===== src/rtl/conv_engine_param.sv =====
// Parametrised 2-D valid-convolution engine: loads the image once, then for each filter
// loads its coefficients, runs one MAC per cycle per window and packs scaled results into words.
module conv_engine_param #(
  parameter int DW     = 8,
  parameter int BPW    = 4,
  parameter int AW     = 8,
  parameter int K      = 4,
  parameter int IMG_W  = 16,
  parameter int IMG_H  = 4,
  parameter int STRIDE = 1,
  parameter int NF     = 1,
  parameter int SHIFT  = 4
) (
  input  logic              clk,
  input  logic              rst,
  input  logic              start,
  input  logic              mode,
  input  logic [AW-1:0]     img_base,
  input  logic [AW-1:0]     filt_base,
  input  logic [AW-1:0]     res_base,
  output logic [AW-1:0]     mem_rd_addr,
  input  logic [BPW*DW-1:0] mem_rd_data,
  output logic              mem_wr_en,
  output logic [AW-1:0]     mem_wr_addr,
  output logic [BPW*DW-1:0] mem_wr_data,
  output logic              busy,
  output logic              done
);
  localparam int OW   = (IMG_W - K) / STRIDE + 1;
  localparam int OH   = (IMG_H - K) / STRIDE + 1;
  localparam int NO   = OH * OW;
  localparam int RW   = (NO + BPW - 1) / BPW;
  localparam int KK   = K * K;
  localparam int FWRD = KK / BPW;
  localparam int IWRD = IMG_H * IMG_W / BPW;
  localparam int WW   = BPW * DW;
  localparam int ACCW = 2 * DW + $clog2(KK);
  localparam int CW   = $clog2(IWRD + KK + NO + NF + 4) + 1;
  localparam int IBW  = $clog2(IWRD * WW);
  localparam int FBW  = $clog2(FWRD * WW);
  localparam int PBW  = $clog2(WW);

  localparam logic [CW-1:0] ONE    = CW'(1);
  localparam logic [CW-1:0] IWRD_C = CW'(IWRD);
  localparam logic [CW-1:0] FWRD_C = CW'(FWRD);
  localparam logic [CW-1:0] KK_C   = CW'(KK);
  localparam logic [CW-1:0] NO_C   = CW'(NO);
  localparam logic [CW-1:0] NO1_C  = CW'(NO - 1);
  localparam logic [CW-1:0] K1_C   = CW'(K - 1);
  localparam logic [CW-1:0] OW1_C  = CW'(OW - 1);
  localparam logic [CW-1:0] BPW1_C = CW'(BPW - 1);
  localparam logic [CW-1:0] NF1_C  = CW'(NF - 1);

  typedef enum logic [2:0] {IDLE, LOAD_I, LOAD_F, COMPUTE, WRITE, DONE} state_t;
  state_t state, state_nx;

  logic [AW-1:0]      img_base_q, filt_base_q, res_base_q;
  logic               mode_q;
  logic [CW-1:0]      ld_cnt, mac_cnt, fr, fc, win_r, win_c, out_idx, lane, w_cnt, f_cnt;
  logic [ACCW-1:0]    acc;
  logic [WW-1:0]      pack;
  logic [IWRD*WW-1:0] img_buf;
  logic [FWRD*WW-1:0] filt_buf;

  logic               mac_done, out_last, lane_full;
  logic [31:0]        pix_idx;
  logic [IBW-1:0]     pix_bit;
  logic [DW-1:0]      pix, coef, out_byte;
  logic [2*DW-1:0]    prod;
  logic [ACCW-1:0]    scaled;

  assign mac_done  = (mac_cnt == KK_C);
  assign out_last  = (out_idx == NO1_C);
  assign lane_full = (lane == BPW1_C);
  assign busy      = (state != IDLE) && (state != DONE);
  assign done      = (state == DONE);

  always_ff @(posedge clk or negedge rst) begin
    // NOTE: registers use non-blocking assignments so every flop samples pre-edge values.
    if (!rst) state <= IDLE;
    else      state <= state_nx;
  end

  always_comb begin
    // NOTE: a default is assigned before the case so no path can infer a latch.
    state_nx = state;
    unique case (state)
      IDLE:    if (start) state_nx = LOAD_I;
      LOAD_I:  if (ld_cnt == IWRD_C) state_nx = LOAD_F;
      LOAD_F:  if (ld_cnt == FWRD_C) state_nx = COMPUTE;
      COMPUTE: if (mac_done && (lane_full || out_last)) state_nx = WRITE;
      WRITE: begin
        if (out_idx == NO_C) state_nx = (f_cnt == NF1_C) ? DONE : LOAD_F;
        else                 state_nx = COMPUTE;
      end
      DONE:    state_nx = IDLE;
      default: state_nx = IDLE;
    endcase
  end

  always_comb begin
    mem_rd_addr = '0;
    mem_wr_en   = 1'b0;
    mem_wr_addr = '0;
    mem_wr_data = '0;
    if (state == LOAD_I && ld_cnt != IWRD_C)
      mem_rd_addr = img_base_q + AW'(ld_cnt);
    if (state == LOAD_F && ld_cnt != FWRD_C)
      mem_rd_addr = filt_base_q + AW'(32'(f_cnt) * FWRD + 32'(ld_cnt));
    if (state == WRITE) begin
      mem_wr_en   = 1'b1;
      mem_wr_addr = res_base_q + AW'(32'(f_cnt) * RW + 32'(w_cnt));
      mem_wr_data = pack;
    end
  end

  // Element under the current filter tap; indices past the window during commit are unused.
  always_comb begin
    pix_idx  = (32'(win_r) * STRIDE + 32'(fr)) * IMG_W + 32'(win_c) * STRIDE + 32'(fc);
    pix_bit  = IBW'(pix_idx * DW);
    pix      = img_buf[pix_bit +: DW];
    coef     = filt_buf[FBW'(32'(mac_cnt) * DW) +: DW];
    prod     = pix * coef;
    scaled   = acc >> SHIFT;
    out_byte = scaled[DW-1:0];
    if (mode_q && (scaled >> DW) != '0) out_byte = '1;
  end

  always_ff @(posedge clk or negedge rst) begin
    if (!rst) begin
      img_base_q  <= '0;
      filt_base_q <= '0;
      res_base_q  <= '0;
      mode_q      <= 1'b0;
      ld_cnt      <= '0;
      mac_cnt     <= '0;
      fr          <= '0;
      fc          <= '0;
      win_r       <= '0;
      win_c       <= '0;
      out_idx     <= '0;
      lane        <= '0;
      w_cnt       <= '0;
      f_cnt       <= '0;
      acc         <= '0;
      pack        <= '0;
    end else begin
      case (state)
        IDLE: if (start) begin
          mode_q      <= mode;
          img_base_q  <= img_base;
          filt_base_q <= filt_base;
          res_base_q  <= res_base;
          ld_cnt      <= '0;
          f_cnt       <= '0;
        end
        LOAD_I: ld_cnt <= (ld_cnt == IWRD_C) ? '0 : ld_cnt + ONE;
        LOAD_F: begin
          if (ld_cnt == FWRD_C) begin
            ld_cnt  <= '0;
            mac_cnt <= '0;
            fr      <= '0;
            fc      <= '0;
            win_r   <= '0;
            win_c   <= '0;
            out_idx <= '0;
            lane    <= '0;
            w_cnt   <= '0;
            acc     <= '0;
            pack    <= '0;
          end else begin
            ld_cnt <= ld_cnt + ONE;
          end
        end
        COMPUTE: begin
          if (!mac_done) begin
            acc     <= acc + ACCW'(prod);
            mac_cnt <= mac_cnt + ONE;
            if (fc == K1_C) begin
              fc <= '0;
              fr <= fr + ONE;
            end else begin
              fc <= fc + ONE;
            end
          end else begin
            pack[PBW'(32'(lane) * DW) +: DW] <= out_byte;
            acc     <= '0;
            mac_cnt <= '0;
            fr      <= '0;
            fc      <= '0;
            out_idx <= out_idx + ONE;
            lane    <= lane_full ? '0 : lane + ONE;
            if (win_c == OW1_C) begin
              win_c <= '0;
              win_r <= win_r + ONE;
            end else begin
              win_c <= win_c + ONE;
            end
          end
        end
        WRITE: begin
          pack  <= '0;
          w_cnt <= w_cnt + ONE;
          if (out_idx == NO_C && f_cnt != NF1_C) f_cnt <= f_cnt + ONE;
        end
        default: ;
      endcase
    end
  end

  // NOTE: buffers carry no reset; every run reloads them fully before any read.
  always_ff @(posedge clk) begin
    if (state == LOAD_I && ld_cnt != '0)
      img_buf[IBW'((32'(ld_cnt) - 1) * WW) +: WW] <= mem_rd_data;
    if (state == LOAD_F && ld_cnt != '0)
      filt_buf[FBW'((32'(ld_cnt) - 1) * WW) +: WW] <= mem_rd_data;
  end

endmodule


===== config.mk =====
export PLATFORM = sky130hd
export DESIGN_NAME = conv_engine_param
export DESIGN_NICKNAME = d
export VERILOG_FILES = /design/src/rtl/conv_engine_param.sv
export SDC_FILE = /design/constraint.sdc
export NUM_CORES = 2
export LEC_CHECK = 0
export CAP_MARGIN = 20
export CORE_MARGIN = 5
export CORE_UTILIZATION = 50
export CTS_BUF_LIST = sky130_fd_sc_hd__clkbuf_4 sky130_fd_sc_hd__clkbuf_8
export CTS_CLUSTER_DIAMETER = 30
export CTS_CLUSTER_SIZE = 25
export DETAILED_ROUTE_END_ITERATION = 8
export PLACE_DENSITY_LB_ADDON = 0.08
export SLEW_MARGIN = 15
export SYNTH_ARGS = -nofsm -noshare
export SYNTH_HDL_FRONTEND = slang
export SYNTH_SLANG_ARGS = --single-unit

===== constraint.sdc =====
create_clock -name clk -period 9.15 [get_ports clk]
set_input_delay 2.745 -clock clk [delete_from_list [all_inputs] [get_ports clk]]
set_output_delay 2.745 -clock clk [all_outputs]
set_load 0.02 [all_outputs]

==> reports/results.txt <==
via count: 25.7k
final setup skew: 71.0 ps
dpl cells: 4,052
placed inst area: 0.0416 mm^2
crit path max fanout: 56
CP required: 9840 ps
pin count of the biggest net entering global routing: 75
Max-cap violations: 0
Final Critical Period: 8400 ps
Synth Area in Adders: 6.38%
Most common cell on crit path: inv_1
cells after synthesis: 2,997
share of layout cells above drive strength 1: 18.9%
Skew-Pair Late Insertion Delay: 820 ps
worst slack, placed: 890 ps
area grow syn2layout: 16.4%
core area: 0.0775 mm^2
delay-heaviest family, CP: adder cells
outcome: finished clean
Post-synth EDFFs: 640
CTS tree: yes
crit path DAT: 9090 ps
DIE HEIGHT: 289 um
Num CTS Buffers: 158
final instance count without filler cells: 4,350
Seq/Total Area, Yosys: 58.2%
initial antenna violation count: 5
Die Width: 289 um
Compound-Gate Fraction of Synth Area: 4.92%
dpl hpwl: 69,800 um
max incr delay on CP: 1270 ps
Reg clk slew, reported paths: 50 ps
final net count: 3,394
Buf+Inv Stages, Crit Path: 5
combinational family with the most area after synthesis: simple AND/OR/NAND/NOR gates
hold path start: pack[27]
CP Capture Type: register
xor/xnor share of the synthesized area: 1.32%
root buf cell: clkbuf_8
class of the worst hold path: register to register
global-route wire length before repair: 166,000 um
Max VDD drop: 144 uV
Final Instance Area: 0.0454 mm^2
Power Total: 0.00818 W
Top Ports: 111
total global-route track usage: 26.6%
syn_area_per_cell: 13.0 um^2
antenna viol nets, final: 0
Crit-path slowest cell: fa_4
GP Congestion: 0.878
DRT Pass-1 Iters: 5
clock buffer depth: 3
DRC: 0
FMAX: 119 MHz
final setup margin: 755 ps
grt ovf: 0
Max Slew Vio Count: 0
vias in the first global route: 26.8k
top_reg_cell synth: edfxtp_1
Simple-Gate Fraction of Synth Area: 13.4%
Layout fillers: 6,243
RSZ-0062 raised after global routing: false
final setup violation count: 0
setup TNS: 0 ps
CP cell instances: ha_1 -> ha_2 -> inv_1 -> fa_4 -> buf_12 -> mux4_2 -> mux4_2 -> mux2i_2 -> o22a_1 -> fa_1 -> inv_1 -> fa_1 -> ha_1 -> inv_1 -> fa_1 -> inv_1 -> ha_1 -> a21o_1 -> a211o_1 -> a21oi_1 -> o21ai_0 -> a31oi_1 -> mux2_2 -> nand3_1
Pleak: 17.2 nW
Async SR Flop Fraction: 17.9%
Worst Setup SP: fc[1]
worst r2r src: fc[1]
final hold vios: 0
Port Buffers: 110
Setup CP Type: register to register
mux contribution to synthesized area: 12.8%
wire per inst: 25.2 um
postcts setup bufs: 0
# clock sinks: 780
Synth Cell Area: 0.0390 mm^2
DRC marker count from the first detailed-route iteration: 2,237
routed vias/inst: 5.91
Post-CTS Hold Buffers: 0
slew margin rel.: 23.8%
Synth warnings: 0
Multi-input gate area: 0.0154 mm^2
power per cell area: 180 mW/mm^2
CTS H-tree lvls: 4
# rows: 102
Post-Route WL: 109,000 um
Critical Path Start Type: register
Sequential Area: 0.0227 mm^2
Synth cell types: 64
Mapped Nets: 3,217
Post-CTS Resized: 0
Worst-Margin Slew: 1140 ps
period utilization: 91.8%
die area: 0.0837 mm^2
Starting Density: 50.4%
#FFs+latches synth: 780
## Yosys cell counts, drive strengths merged (3+ instances only)
| master | n | area, um^2 |
|---|---|---|
| edfxtp | 640 | 19200 |
| nor2 | 552 | 2070 |
| nand2 | 222 | 833 |
| mux4 | 200 | 4500 |
| and2 | 185 | 1160 |
| dfrtp | 140 | 3500 |
| clkbuf | 139 | 522 |
| inv | 127 | 477 |
| o21ai | 112 | 561 |
| ha | 95 | 1190 |
| fa | 65 | 1300 |
| and3 | 48 | 300 |
| nand3 | 43 | 215 |
| o22ai | 42 | 263 |
| a21oi | 35 | 175 |
| o22a | 34 | 298 |
| buf | 31 | 145 |
| xnor2 | 30 | 263 |
| xor2 | 29 | 254 |
| a21o | 27 | 203 |
| mux2 | 27 | 304 |
| nand2b | 25 | 164 |
| nor3 | 23 | 115 |
| mux2i | 16 | 179 |
| o31ai | 16 | 120 |
| nand4 | 12 | 75.1 |
| nor2b | 12 | 75.1 |
| a31oi | 8 | 50.1 |
| or3 | 7 | 43.8 |
| a22o | 6 | 52.6 |
| nor4 | 6 | 37.5 |
| nor3b | 4 | 30.0 |
| nand3b | 3 | 22.5 |
| o21a | 3 | 22.5 |
## layout make-up
type | count | area share [%]
well taps | 1040 | 2.86
flip-flops and latches | 780 | 50.0
clock buffers | 183 | 5.31
diodes | 3 | 0.0165
inverters | 128 | 1.06
multi-input cells | 1919 | 33.8
clock inverters | 110 | 3.12
repair buffers | 187 | 3.79
## stage by stage
stage / hold slack, ps / utilization [%]
2_1_floorplan: 437 / -
3_3_place_gp: 455 / 53.6
3_5_place_dp: 463 / 53.7
4_1_cts: 476 / 58.6
5_1_grt: 500 / 58.7
6_report: 475 / 58.7
## layout by cell type (no fill, tap or decap), types with 7 or more instances in the layout
| cell type | synthesis | final |
|---|---|---|
| a21o_1 | 27 | 27 |
| a21oi_1 | 35 | 35 |
| a31oi_1 | 8 | 7 |
| and2_1 | 185 | 184 |
| and3_1 | 48 | 47 |
| buf_4 | 2 | 73 |
| bufinv_16 | 0 | 28 |
| clkbuf_4 | 0 | 17 |
| clkbuf_8 | 0 | 166 |
| clkdlybuf4s50_1 | 0 | 109 |
| clkinv_1 | 1 | 19 |
| clkinv_2 | 0 | 17 |
| clkinv_4 | 0 | 11 |
| clkinvlp_4 | 0 | 20 |
| dfrtp_1 | 140 | 138 |
| edfxtp_1 | 640 | 640 |
| fa_1 | 65 | 64 |
| ha_1 | 95 | 93 |
| inv_1 | 127 | 127 |
| inv_6 | 0 | 9 |
| mux2_2 | 27 | 27 |
| mux2i_1 | 11 | 11 |
| mux4_2 | 200 | 200 |
| nand2_1 | 222 | 222 |
| nand2b_1 | 24 | 24 |
| nand3_1 | 43 | 43 |
| nand4_1 | 12 | 12 |
| nor2_1 | 552 | 534 |
| nor2_4 | 0 | 14 |
| nor2b_1 | 12 | 12 |
| nor3_1 | 23 | 20 |
| o21ai_0 | 106 | 106 |
| o22a_1 | 34 | 33 |
| o22ai_1 | 42 | 42 |
| o31ai_1 | 16 | 16 |
| or3_1 | 7 | 7 |
| xnor2_1 | 30 | 28 |
| xor2_1 | 29 | 29 |
## sequential cells by signal (all words and copies together) (netlist names), 8 cells and up
register,flops
filt_base_q,8
img_buf,512
acc,20
img_base_q,8
filt_buf,128
res_base_q,8
pack,32
## power by group
group | total (W) | switching [W] | internal (W)
Clock | 0.00429 | 0.00168 | 0.00261
Sequential | 0.00380 | 0.00000103 | 0.00380
Combinational | 0.0000906 | 0.0000593 | 0.0000312
Total | 0.00818 | 0.00174 | 0.00644
## worst min-delay path, cell delays in order, from the launching register on
cell and delay, ps:
dfrtp_1 330, nand2_1 50, o21ai_0 60
## routing by layer
metal / vias to the layer above / wire length, um / track usage, % / share of wire [%]
li1: 11260 / - / - / -
met1: 13120 / 43100 / 34.8 / 39
met2: 1069 / 54600 / 45.2 / 50
met3: 242 / 7940 / 4.80 / 7.2
met4: 4 / 3800 / 9.70 / 3.5
met5: - / 27 / 0 / 0.025
## kinds of logic (layout without fill, tap and decap cells)
| group | after synthesis | after routing |
|---|---|---|
| and+or+nand+nor | 1153 | 1153 |
| DFF | 780 | 780 |
| AOI/OAI and AO/OA | 304 | 304 |
| buffers and inverters | 298 | 608 |
| muxes | 243 | 243 |
| adders and majority gates | 160 | 160 |
| xor gates and xnor gates | 59 | 59 |
| other | 0 | 3 |
## final timing paths
path,slack [ps],depth (start not counted),to
worst max-delay path,750,24,acc[19]
worst min-delay path,470,2,pack[27]
worst max register to register,750,24,acc[19]
worst min register to register,470,2,pack[27]
max in group asynchronous,5670,2,mac_cnt[0]
min in group asynchronous,1960,1,res_base_q[2]
No activity file was read; power rests on OpenSTA's default activity.
